===== src/rtl/alu_op_sequencer.sv =====
// rtl/alu_op_sequencer.sv - fetch/decode/execute control-step sequencer for one single-bus ALU instruction.
// Optional ALU_SEQ_R0_GUARD_EN: when defined, R0 is never written (reg_in_o[0] held low).
module alu_op_sequencer #(
  parameter int DATA_W    = 32,
  parameter int NUM_REGS  = 16,
  parameter int REG_IDX_W = 4,
  parameter int OPCODE_W  = 5
) (
  input  logic                clk_i,
  input  logic                clear_i,
  input  logic                start_i,
  input  logic [DATA_W-1:0]   ir_i,
  output logic                busy_o,
  output logic                done_o,
  output logic                illegal_o,
  output logic                pc_out_o,
  output logic                mar_in_o,
  output logic                inc_pc_o,
  output logic                z_in_o,
  output logic                z_low_out_o,
  output logic                z_high_out_o,
  output logic                pc_in_o,
  output logic                read_o,
  output logic                mdr_in_o,
  output logic                mdr_out_o,
  output logic                ir_in_o,
  output logic                y_in_o,
  output logic                hi_in_o,
  output logic                lo_in_o,
  output logic [NUM_REGS-1:0] reg_in_o,
  output logic [NUM_REGS-1:0] reg_out_o,
  output logic [12:0]         alu_op_o
);

  typedef enum logic [2:0] {S_IDLE, S_T0, S_T1, S_T2, S_T3, S_T4, S_T5, S_T6} state_t;
  typedef enum logic [1:0] {C_BIN, C_UN, C_MD, C_ILL} cls_t;

  state_t                 state_q, state_d;
  cls_t                   cls_q, dec_cls;
  logic [OPCODE_W-1:0]    op_q, dec_op;
  logic [REG_IDX_W-1:0]   ra_q, rb_q, rc_q, dec_ra, dec_rb, dec_rc;
  logic                   done_q, done_d, illegal_q, illegal_d;
  logic [NUM_REGS-1:0]    reg_in_raw;

  assign dec_op = ir_i[DATA_W-1 -: OPCODE_W];
  assign dec_ra = ir_i[DATA_W-OPCODE_W-1 -: REG_IDX_W];
  assign dec_rb = ir_i[DATA_W-OPCODE_W-REG_IDX_W-1 -: REG_IDX_W];
  assign dec_rc = ir_i[DATA_W-OPCODE_W-2*REG_IDX_W-1 -: REG_IDX_W];

  function automatic logic idx_ok(input logic [REG_IDX_W-1:0] idx);
    return int'(idx) < NUM_REGS;
  endfunction

  function automatic logic [NUM_REGS-1:0] onehot(input logic [REG_IDX_W-1:0] idx);
    return NUM_REGS'(1) << idx;
  endfunction

  function automatic logic [12:0] alu_onehot(input logic [OPCODE_W-1:0] op);
    logic [12:0] r;
    r = '0;
    case (int'(op))
      3:  r[0]  = 1'b1;
      4:  r[1]  = 1'b1;
      5:  r[7]  = 1'b1;
      6:  r[8]  = 1'b1;
      7:  r[5]  = 1'b1;
      8:  r[6]  = 1'b1;
      9:  r[2]  = 1'b1;
      10: r[3]  = 1'b1;
      11: r[4]  = 1'b1;
      15: r[9]  = 1'b1;
      16: r[10] = 1'b1;
      17: r[11] = 1'b1;
      18: r[12] = 1'b1;
      default: r = '0;
    endcase
    return r;
  endfunction

  // Out-of-range register fields demote an otherwise valid opcode to illegal.
  always_comb begin
    dec_cls = C_ILL;
    case (int'(dec_op))
      3, 4, 5, 6, 7, 8, 9, 10, 11:
        if (idx_ok(dec_ra) && idx_ok(dec_rb) && idx_ok(dec_rc)) dec_cls = C_BIN;
      15, 16:
        if (idx_ok(dec_ra) && idx_ok(dec_rb)) dec_cls = C_MD;
      17, 18:
        if (idx_ok(dec_ra) && idx_ok(dec_rb)) dec_cls = C_UN;
      default: dec_cls = C_ILL;
    endcase
  end

  always_ff @(posedge clk_i) begin
    if (clear_i) begin
      state_q   <= S_IDLE;
      done_q    <= 1'b0;
      illegal_q <= 1'b0;
      cls_q     <= C_ILL;
      op_q      <= '0;
      ra_q      <= '0;
      rb_q      <= '0;
      rc_q      <= '0;
    end else begin
      state_q   <= state_d;
      done_q    <= done_d;
      illegal_q <= illegal_d;
      if (state_q == S_T3) begin
        cls_q <= dec_cls;
        op_q  <= dec_op;
        ra_q  <= dec_ra;
        rb_q  <= dec_rb;
        rc_q  <= dec_rc;
      end
    end
  end

  always_comb begin
    state_d   = state_q;
    done_d    = 1'b0;
    illegal_d = 1'b0;
    case (state_q)
      S_IDLE: if (start_i) state_d = S_T0;
      S_T0:   state_d = S_T1;
      S_T1:   state_d = S_T2;
      S_T2:   state_d = S_T3;
      S_T3:
        if (dec_cls == C_ILL) begin
          state_d   = S_IDLE;
          done_d    = 1'b1;
          illegal_d = 1'b1;
        end else begin
          state_d = S_T4;
        end
      S_T4:
        if (cls_q == C_UN) begin
          state_d = S_IDLE;
          done_d  = 1'b1;
        end else begin
          state_d = S_T5;
        end
      S_T5:
        if (cls_q == C_MD) begin
          state_d = S_T6;
        end else begin
          state_d = S_IDLE;
          done_d  = 1'b1;
        end
      S_T6: begin
        state_d = S_IDLE;
        done_d  = 1'b1;
      end
      default: state_d = S_IDLE;
    endcase
  end

  // T3 decodes straight from ir_i; later steps only see the captured copy.
  always_comb begin
    pc_out_o     = 1'b0;
    mar_in_o     = 1'b0;
    inc_pc_o     = 1'b0;
    z_in_o       = 1'b0;
    z_low_out_o  = 1'b0;
    z_high_out_o = 1'b0;
    pc_in_o      = 1'b0;
    read_o       = 1'b0;
    mdr_in_o     = 1'b0;
    mdr_out_o    = 1'b0;
    ir_in_o      = 1'b0;
    y_in_o       = 1'b0;
    hi_in_o      = 1'b0;
    lo_in_o      = 1'b0;
    reg_in_raw   = '0;
    reg_out_o    = '0;
    alu_op_o     = '0;
    case (state_q)
      S_T0: begin
        pc_out_o = 1'b1;
        mar_in_o = 1'b1;
        inc_pc_o = 1'b1;
        z_in_o   = 1'b1;
      end
      S_T1: begin
        z_low_out_o = 1'b1;
        pc_in_o     = 1'b1;
        read_o      = 1'b1;
        mdr_in_o    = 1'b1;
      end
      S_T2: begin
        mdr_out_o = 1'b1;
        ir_in_o   = 1'b1;
      end
      S_T3:
        case (dec_cls)
          C_BIN: begin
            reg_out_o = onehot(dec_rb);
            y_in_o    = 1'b1;
          end
          C_UN: begin
            reg_out_o = onehot(dec_rb);
            alu_op_o  = alu_onehot(dec_op);
            z_in_o    = 1'b1;
          end
          C_MD: begin
            reg_out_o = onehot(dec_ra);
            y_in_o    = 1'b1;
          end
          default: ;
        endcase
      S_T4:
        case (cls_q)
          C_BIN: begin
            reg_out_o = onehot(rc_q);
            alu_op_o  = alu_onehot(op_q);
            z_in_o    = 1'b1;
          end
          C_UN: begin
            z_low_out_o = 1'b1;
            reg_in_raw  = onehot(ra_q);
          end
          C_MD: begin
            reg_out_o = onehot(rb_q);
            alu_op_o  = alu_onehot(op_q);
            z_in_o    = 1'b1;
          end
          default: ;
        endcase
      S_T5: begin
        z_low_out_o = 1'b1;
        if (cls_q == C_MD) lo_in_o = 1'b1;
        else reg_in_raw = onehot(ra_q);
      end
      S_T6: begin
        z_high_out_o = 1'b1;
        hi_in_o      = 1'b1;
      end
      default: ;
    endcase
  end

  always_comb begin
    reg_in_o = reg_in_raw;
`ifdef ALU_SEQ_R0_GUARD_EN
    reg_in_o[0] = 1'b0;
`else
    reg_in_o[0] = reg_in_raw[0];
`endif
  end

  assign busy_o    = (state_q != S_IDLE);
  assign done_o    = done_q;
  assign illegal_o = illegal_q;

endmodule


===== config.mk =====
export PLATFORM = sky130hd
export DESIGN_NAME = alu_op_sequencer
export DESIGN_NICKNAME = d
export VERILOG_FILES = /design/src/rtl/alu_op_sequencer.sv
export SDC_FILE = /design/constraint.sdc
export NUM_CORES = 1
export LEC_CHECK = 0
export ABC_AREA = 1
export CAP_MARGIN = 20
export CORE_ASPECT_RATIO = 0.75
export CORE_MARGIN = 5
export CORE_UTILIZATION = 37
export DETAILED_ROUTE_END_ITERATION = 6
export PLACE_DENSITY = 0.79
export SYNTH_ARGS = -nofsm -noshare
export SYNTH_HDL_FRONTEND = slang
export SYNTH_SLANG_ARGS = --single-unit

===== constraint.sdc =====
create_clock -name clk_i -period 1.4 [get_ports clk_i]
set_input_delay 0.14 -clock clk_i [delete_from_list [all_inputs] [get_ports clk_i]]
set_output_delay 0.14 -clock clk_i [all_outputs]
set_load 0.005 [all_outputs]

==> results of run 1 <==
==> final timing paths <==
kind / startpoint / end / slack, ns
max: state_q[2] / reg_out_o[11] / -0.78
min: ir_i[27] / op_q[0] / 0.19
max reg2reg: cls_q[0] / state_q[2] / -0.55
min reg2reg: rc_q[1] / rc_q[1] / 0.56
==> cells in the mapped netlist <==
cell	number	area share, %
a21oi_1	18	4.6
and2_1	1	0.32
buf_1	1	0.19
buf_2	1	0.25
buf_4	6	2.3
buf_6	1	0.57
clkbuf_1	7	1.3
dfxtp_1	24	24
inv_1	34	6.5
inv_2	6	1.1
inv_4	1	0.32
mux2i_1	1	0.51
nand2_1	91	17
nand2_2	4	1.3
nand3_1	29	7.4
nand3_2	1	0.51
nand3b_1	2	0.76
nand4_1	6	1.9
nor2_1	62	12
nor2_4	1	0.57
nor3_1	13	3.3
nor3_2	1	0.51
nor4_1	6	1.9
o211ai_1	1	0.38
o21ai_0	24	6.1
o21ai_1	2	0.51
o21ai_2	2	0.89
o21ai_4	1	0.83
o22ai_1	1	0.32
o31ai_1	1	0.38
or2_1	2	0.64
==> cell families after synthesis <==
family | after synthesis
compound gates | 50
buf+inv | 57
flops | 24
mux | 1
simple gates | 219
==> critical path, cell delays in order (launching register included) <==
cell and delay (ns):
dfxtp_4 0.43, nand3_4 0.11, buf_6 0.14, nor2_4 0.19
inv_2 0.07, nor2_1 0.14, buf_4 0.20, buf_4 0.17
nand2_1 0.09, nand2_1 0.08, buf_2 0.12
==> cell type report <==
cell class	count	area (um2)	share of cell area [%]
Timing Repair inverter	1	7.51	0.154
Multi-Input combinational cell	270	2050	42.1
Tap cell	75	93.8	1.93
Inverter	41	180	3.70
Clock inverter	1	30.0	0.616
Sequential cell	24	494	10.1
Antenna cell	1	2.50	0.0514
Timing Repair Buffer	234	1970	40.5
Clock buffer	3	41.3	0.848
==> per-layer routing <==
metal / vias to the layer above / GRT usage [%]
li1: 1586 / -
met1: 1852 / 34.8
met2: 523 / 60.7
met3: 202 / 8.56
met4: 0 / 22.9
met5: - / 0
==> power breakdown <==
group	switching [mW]	leakage (nW)	internal (mW)
combinational	0.580	2.21	0.545
clock	0.280	0.0357	0.384
sequential	0.0468	0.195	0.713
total	0.907	2.44	1.64
==> per-stage QoR <==
| stage | util [%] | TNS [ns] | cells | area [um2] | hold slack, ns |
|---|---|---|---|---|---|
| after floorplan | - | -0.202 | 351 | 1960 | 0.209 |
| final | 93.0 | -29.76 | 650 | 4870 | 0.195 |
| after global placement | 63.1 | -32.84 | 558 | 3300 | 0.439 |
| after CTS | 82.4 | -18.38 | 641 | 4310 | 0.277 |
| after detailed placement | 63.1 | -35.62 | 558 | 3300 | 0.444 |
| after global routing | 93.0 | -32.00 | 650 | 4870 | 0.231 |
==> sequential cells by signal, indices dropped and copies added, names as in the netlist <==
signal,cells
op_q,5
ra_q,4
rb_q,4
rc_q,4
state_q,3
cls_q,2
done_o,1
illegal_o,1
==> what timing repair did <==
item | 4_1_cts | 5_1_grt
setup buffers | 87 | 25
resized for setup | 430 | 139
hold endpoints to repair | 0 | 0
hold buffers | 0 | 0
setup endpoints to repair | 71 | 84
cloned | 1 | 2
pin swaps | 68 | 45
==> impl_metrics.csv, run 1 <==
group,metric,value,unit
grt,grt_usage,33.8,%
floorplan,core,0.00524,mm2
synth,synth-xor-area-share,0,%
floorplan,die_w,94.1,um
worst_setup_path,cp.arrival,2.04,ns
layout,area_growth,148,%
worst_setup_path,crit_path_start_kind,"register",
synth,synth.area.mux_share,0.510,%
timing,hold_viol,0,
synth,netlist_area,0.00196,mm2
floorplan,die_y,73.1,um
layout,final_common_cell,"buf_4",
route,top_layer_used,"met4",
hold_path,hold_class,"in -> reg",
grt,antenna_found_initial,2,
timing,setup_viol,78,
synth,synth_top_family_by_area,"simple AND/OR/NAND/NOR gates",
layout,fillers,188,
placed_design,pre_cts_ws,-1.02,ns
pwr,cellPowerDensity,523,mW/mm2
route,dr.pass1.iters,7,
clocking,htreeDepth,1,
route,drc_errors,31,
timing,fin_crit,2.18,ns
route,via_per_inst,6.40,
pwr,p_total,2.55,mW
synth,synth_compound_gate_area_share,14.0,%
pwr,leakage,2.44,nW
grt,grt_pass1_vias,3685,
timing,rsz0062_at_grt,"yes",
route,wl,16700,um
placed_design,routabilityCongestion,0.858,
route,routedWlPerCell,25.7,um
timing,finClkSkew,0.00773,ns
timing,maxSlewViolCount,0,
layout,final_cell_mix,"buf_4, nand2_1, buf_6",
floorplan,pin_count,97,
route,met2_length,7120,um
grt,grt_pass1_wl,18200,um
placed_design,port_buffers,81,
route,wl_met1,5360,um
synth,syn_area_per_cell,5.59,um2
run_status,violations,"DRC, setup timing",
clocking,numCtsBuffers,3,
worst_setup_path,critPathMaxFanout,6,
worst_setup_path,worstSetupPathType,"reg -> out",
clocking,path_clk_slew,0.11,ns
synth,yosys.area_share.simple,48.4,%
route,vias,4163,
clocking,clockBufferDepth,2,
clocking,cts_root_buf,"clkbuf_8",
hold_path,whs_path_depth,3,
clocking,clk_latency,0.28,ns
worst_setup_path,endpoint_kind,"primary output",
layout,drive_gt1_share,66.7,%
placed_design,place_hpwl,5590,um
layout,layout.nets,610,
floorplan,die_area,0.00688,mm2
clocking,cts_sinks,24,
grt,grt_overflow,0,
timing,setup_slack,-0.776,ns
grt,grt_max_degree,18,
flow_run,maxCapViolCount,0,
timing,max_freq,460,MHz
worst_setup_path,ff2ff_path_depth,11,
route,antenna_left,0,
timing,tightest_slew,0.469,ns
run_status,outcome,"complete, but fails checks",
synth,ys_ff_latch,24,
synth,yosys.area_share.adder,0,%
synth,synth.distinct_cells,31,
synth,seq_area_frac_synth,24.5,%
floorplan,start_util,37.5,%
floorplan,num_rows,23,
route,wl_met3,2390,um
route,drtIter0Drc,650,
synth,yosysWarnings,0,
synth,syn_nets,386,
clocking,cts_tree,"done",
timing,relSlewSlack,68.7,%
worst_setup_path,cp_data_required_time,1.26,ns
synth,syn_inst,351,
timing,post-route-period-util,155,%
pwr,peakVddDrop,748,uV
No activity file was read; power rests on OpenSTA's default activity.
==> run 2: changes to the inputs <==
- SKIP_LAST_GASP: unset -> 1
==> run 2 against run 1 <==
Net effect: the flow still finishes with violations (DRC, setup timing); worst hold slack got worse by 0.015 ns; first-iteration DRC count is 16% lower; maximum frequency up 2.7%; total power shrank 2.4%; sequential share of layout area is 0.064 points higher; critical path depth increased by 1; global-route usage shrank 0.82 points; worst setup slack improved by 0.057 ns; critical path type unchanged; largest power group unchanged; highest routed layer unchanged.
==> impl_metrics.csv, run 2 (synthesis results as in run 1) <==
group,metric,value,unit
worst_setup_path,r2r-start,"state_q[1]",
worst_setup_path,critPathMaxFanout,8,
layout,area_growth,145,%
floorplan,start_util,37.5,%
worst_setup_path,worstPathCellList,"inv_2, nand2_4, inv_4, or2_1, o21ai_2, buf_4, buf_6, nor2_2, nand2_1, nand2_1, buf_2",
route,drc_errors,4,
floorplan,core,0.00524,mm2
timing,setup_viol,82,
floorplan,num_rows,23,
clocking,path_clk_slew,0.10,ns
route,routedWlPerCell,23.2,um
floorplan,die_y,73.1,um
placed_design,port_buffers,81,
run_status,outcome,"complete, but fails checks",
route,drtIter0Drc,547,
grt,grt_usage,33.0,%
hold_path,min_to,"op_q[0]",
worst_setup_path,path_common_cell,"nand2_1",
route,vias,4000,
timing,setup_slack,-0.719,ns
route,dr.pass1.iters,7,
grt,grt_max_degree,18,
worst_setup_path,worstSetupPathType,"reg -> out",
pwr,cellPowerDensity,517,mW/mm2
worst_setup_path,ff2ff_path_depth,10,
timing,fin_tns_setup,-32.19,ns
placed_design,routabilityCongestion,0.858,
timing,post-route-period-util,151,%
layout,final_common_cell,"buf_4",
route,wl,15200,um
timing,rsz0062_at_grt,"yes",
clocking,cts_tree,"done",
worst_setup_path,cp_slowest_stage_delay,0.35,ns
flow_run,maxCapViolCount,0,
floorplan,pin_count,97,
pwr,leakage,2.41,nW
layout,utilization,91.9,%
timing,hold_viol,0,
worst_setup_path,cp_slowest_cell,"dfxtp_2",
grt,grt_pass1_vias,3632,
grt,grt_pass1_wl,17800,um
floorplan,die_w,94.1,um
route,antenna_left,0,
grt,grt_overflow,0,
layout,top_register,"op_q",
pwr,p_total,2.49,mW
layout,drive_gt1_share,66.0,%
worst_setup_path,cp_data_required_time,1.26,ns
clocking,clockBufferDepth,2,
hold_path,whs_path_depth,3,
worst_setup_path,cp.arrival,1.98,ns
timing,holdWs,0.180,ns
timing,max_freq,472,MHz
placed_design,pre_cts_ws,-1.02,ns
worst_setup_path,endpoint_kind,"primary output",
placed_design,place_hpwl,5590,um
layout,layout.nets,613,
worst_setup_path,r2r_slack,-0.46,ns
worst_setup_path,r2r_end,"op_q[3]",
placed_design,place_inst,558,
timing,relSlewSlack,68.9,%
worst_setup_path,crit_path_start_kind,"register",
clocking,htreeDepth,1,
timing,tightest_slew,0.466,ns
clocking,clk_latency,0.29,ns
floorplan,die_area,0.00688,mm2
layout,final_cell_mix,"buf_4, nand2_1, buf_2",
clocking,numCtsBuffers,3,
route,via_per_inst,6.13,
timing,finClkSkew,0.00395,ns
layout,layoutNonFillerInstCount,653,
grt,antenna_found_initial,1,
pwr,peakVddDrop,441,uV
hold_path,hold_class,"in -> reg",
placed_design,placed_area,0.00330,mm2
timing,maxSlewViolCount,0,
hold_path,min-delay-start,"ir_i[27]",
clocking,cts_sinks,24,
clocking,cts_root_buf,"clkbuf_8",
layout,largest_reg_flops,5,
run_status,violations,"DRC, setup timing",
timing,fin_crit,2.12,ns
layout,stdcell_area,0.00482,mm2
-- run 2: changes by cell type in the layout (fill, tap and decap cells not counted), sizes merged --
cell,previous run,this run
clkbuf,7,9
buf,212,213
clkinvlp,2,1
inv,40,41
-- run 2: timing repair --
action                     in CTS  in global routing
gates cloned                    1                  2
pin swaps                      67                 54
hold buffers                    0                  0
gates resized for setup       395                150
setup endpoints to repair      71                 84
buffers inserted               87                 29
-- run 2: worst max-delay path by stage --
stage | end | startpoint | cells after the start
3_3_place_gp | reg_out_o[2] | ir_i[29] | 12
4_1_cts | reg_out_o[14] | state_q[1] | 12
2_1_floorplan | reg_out_o[10] | state_q[2] | 6
3_5_place_dp | reg_out_o[1] | ir_i[29] | 12
5_1_grt | reg_out_o[11] | cls_q[0] | 12
6_report | reg_out_o[12] | cls_q[0] | 11
-- run 2: cell type report --
class / instances / area [um2]
diodes: 1 / 2.50
clock buffers: 3 / 41.3
clock inverters: 1 / 30.0
fillers: 182 / 422
inverters: 41 / 174
multi-input cells: 270 / 2020
flip-flops and latches: 24 / 492
well taps: 75 / 93.8
repair buffers: 237 / 1960
repair inverters: 1 / 7.51
-- run 2: worst max-delay path, delay by kind of cell (launching register included) --
kind / cells / cell delay (ns)
AO/OA/AOI/OAI: 1 / 0.09
buffers and inverters: 5 / 0.60
flip-flops: 1 / 0.35
AND/OR/NAND/NOR: 5 / 0.65
-- run 2: power breakdown --
part           switching, mW  internal (mW)  total [mW]
clock                  0.280          0.384       0.664
sequential            0.0401          0.713       0.753
combinational          0.559          0.512        1.07
-- run 2: per-layer routing --
metal	global-route usage [%]	part of all wire, %
met5	0	0
met1	35.4	34
met4	18.8	10
met2	60.5	45
met3	6.70	11
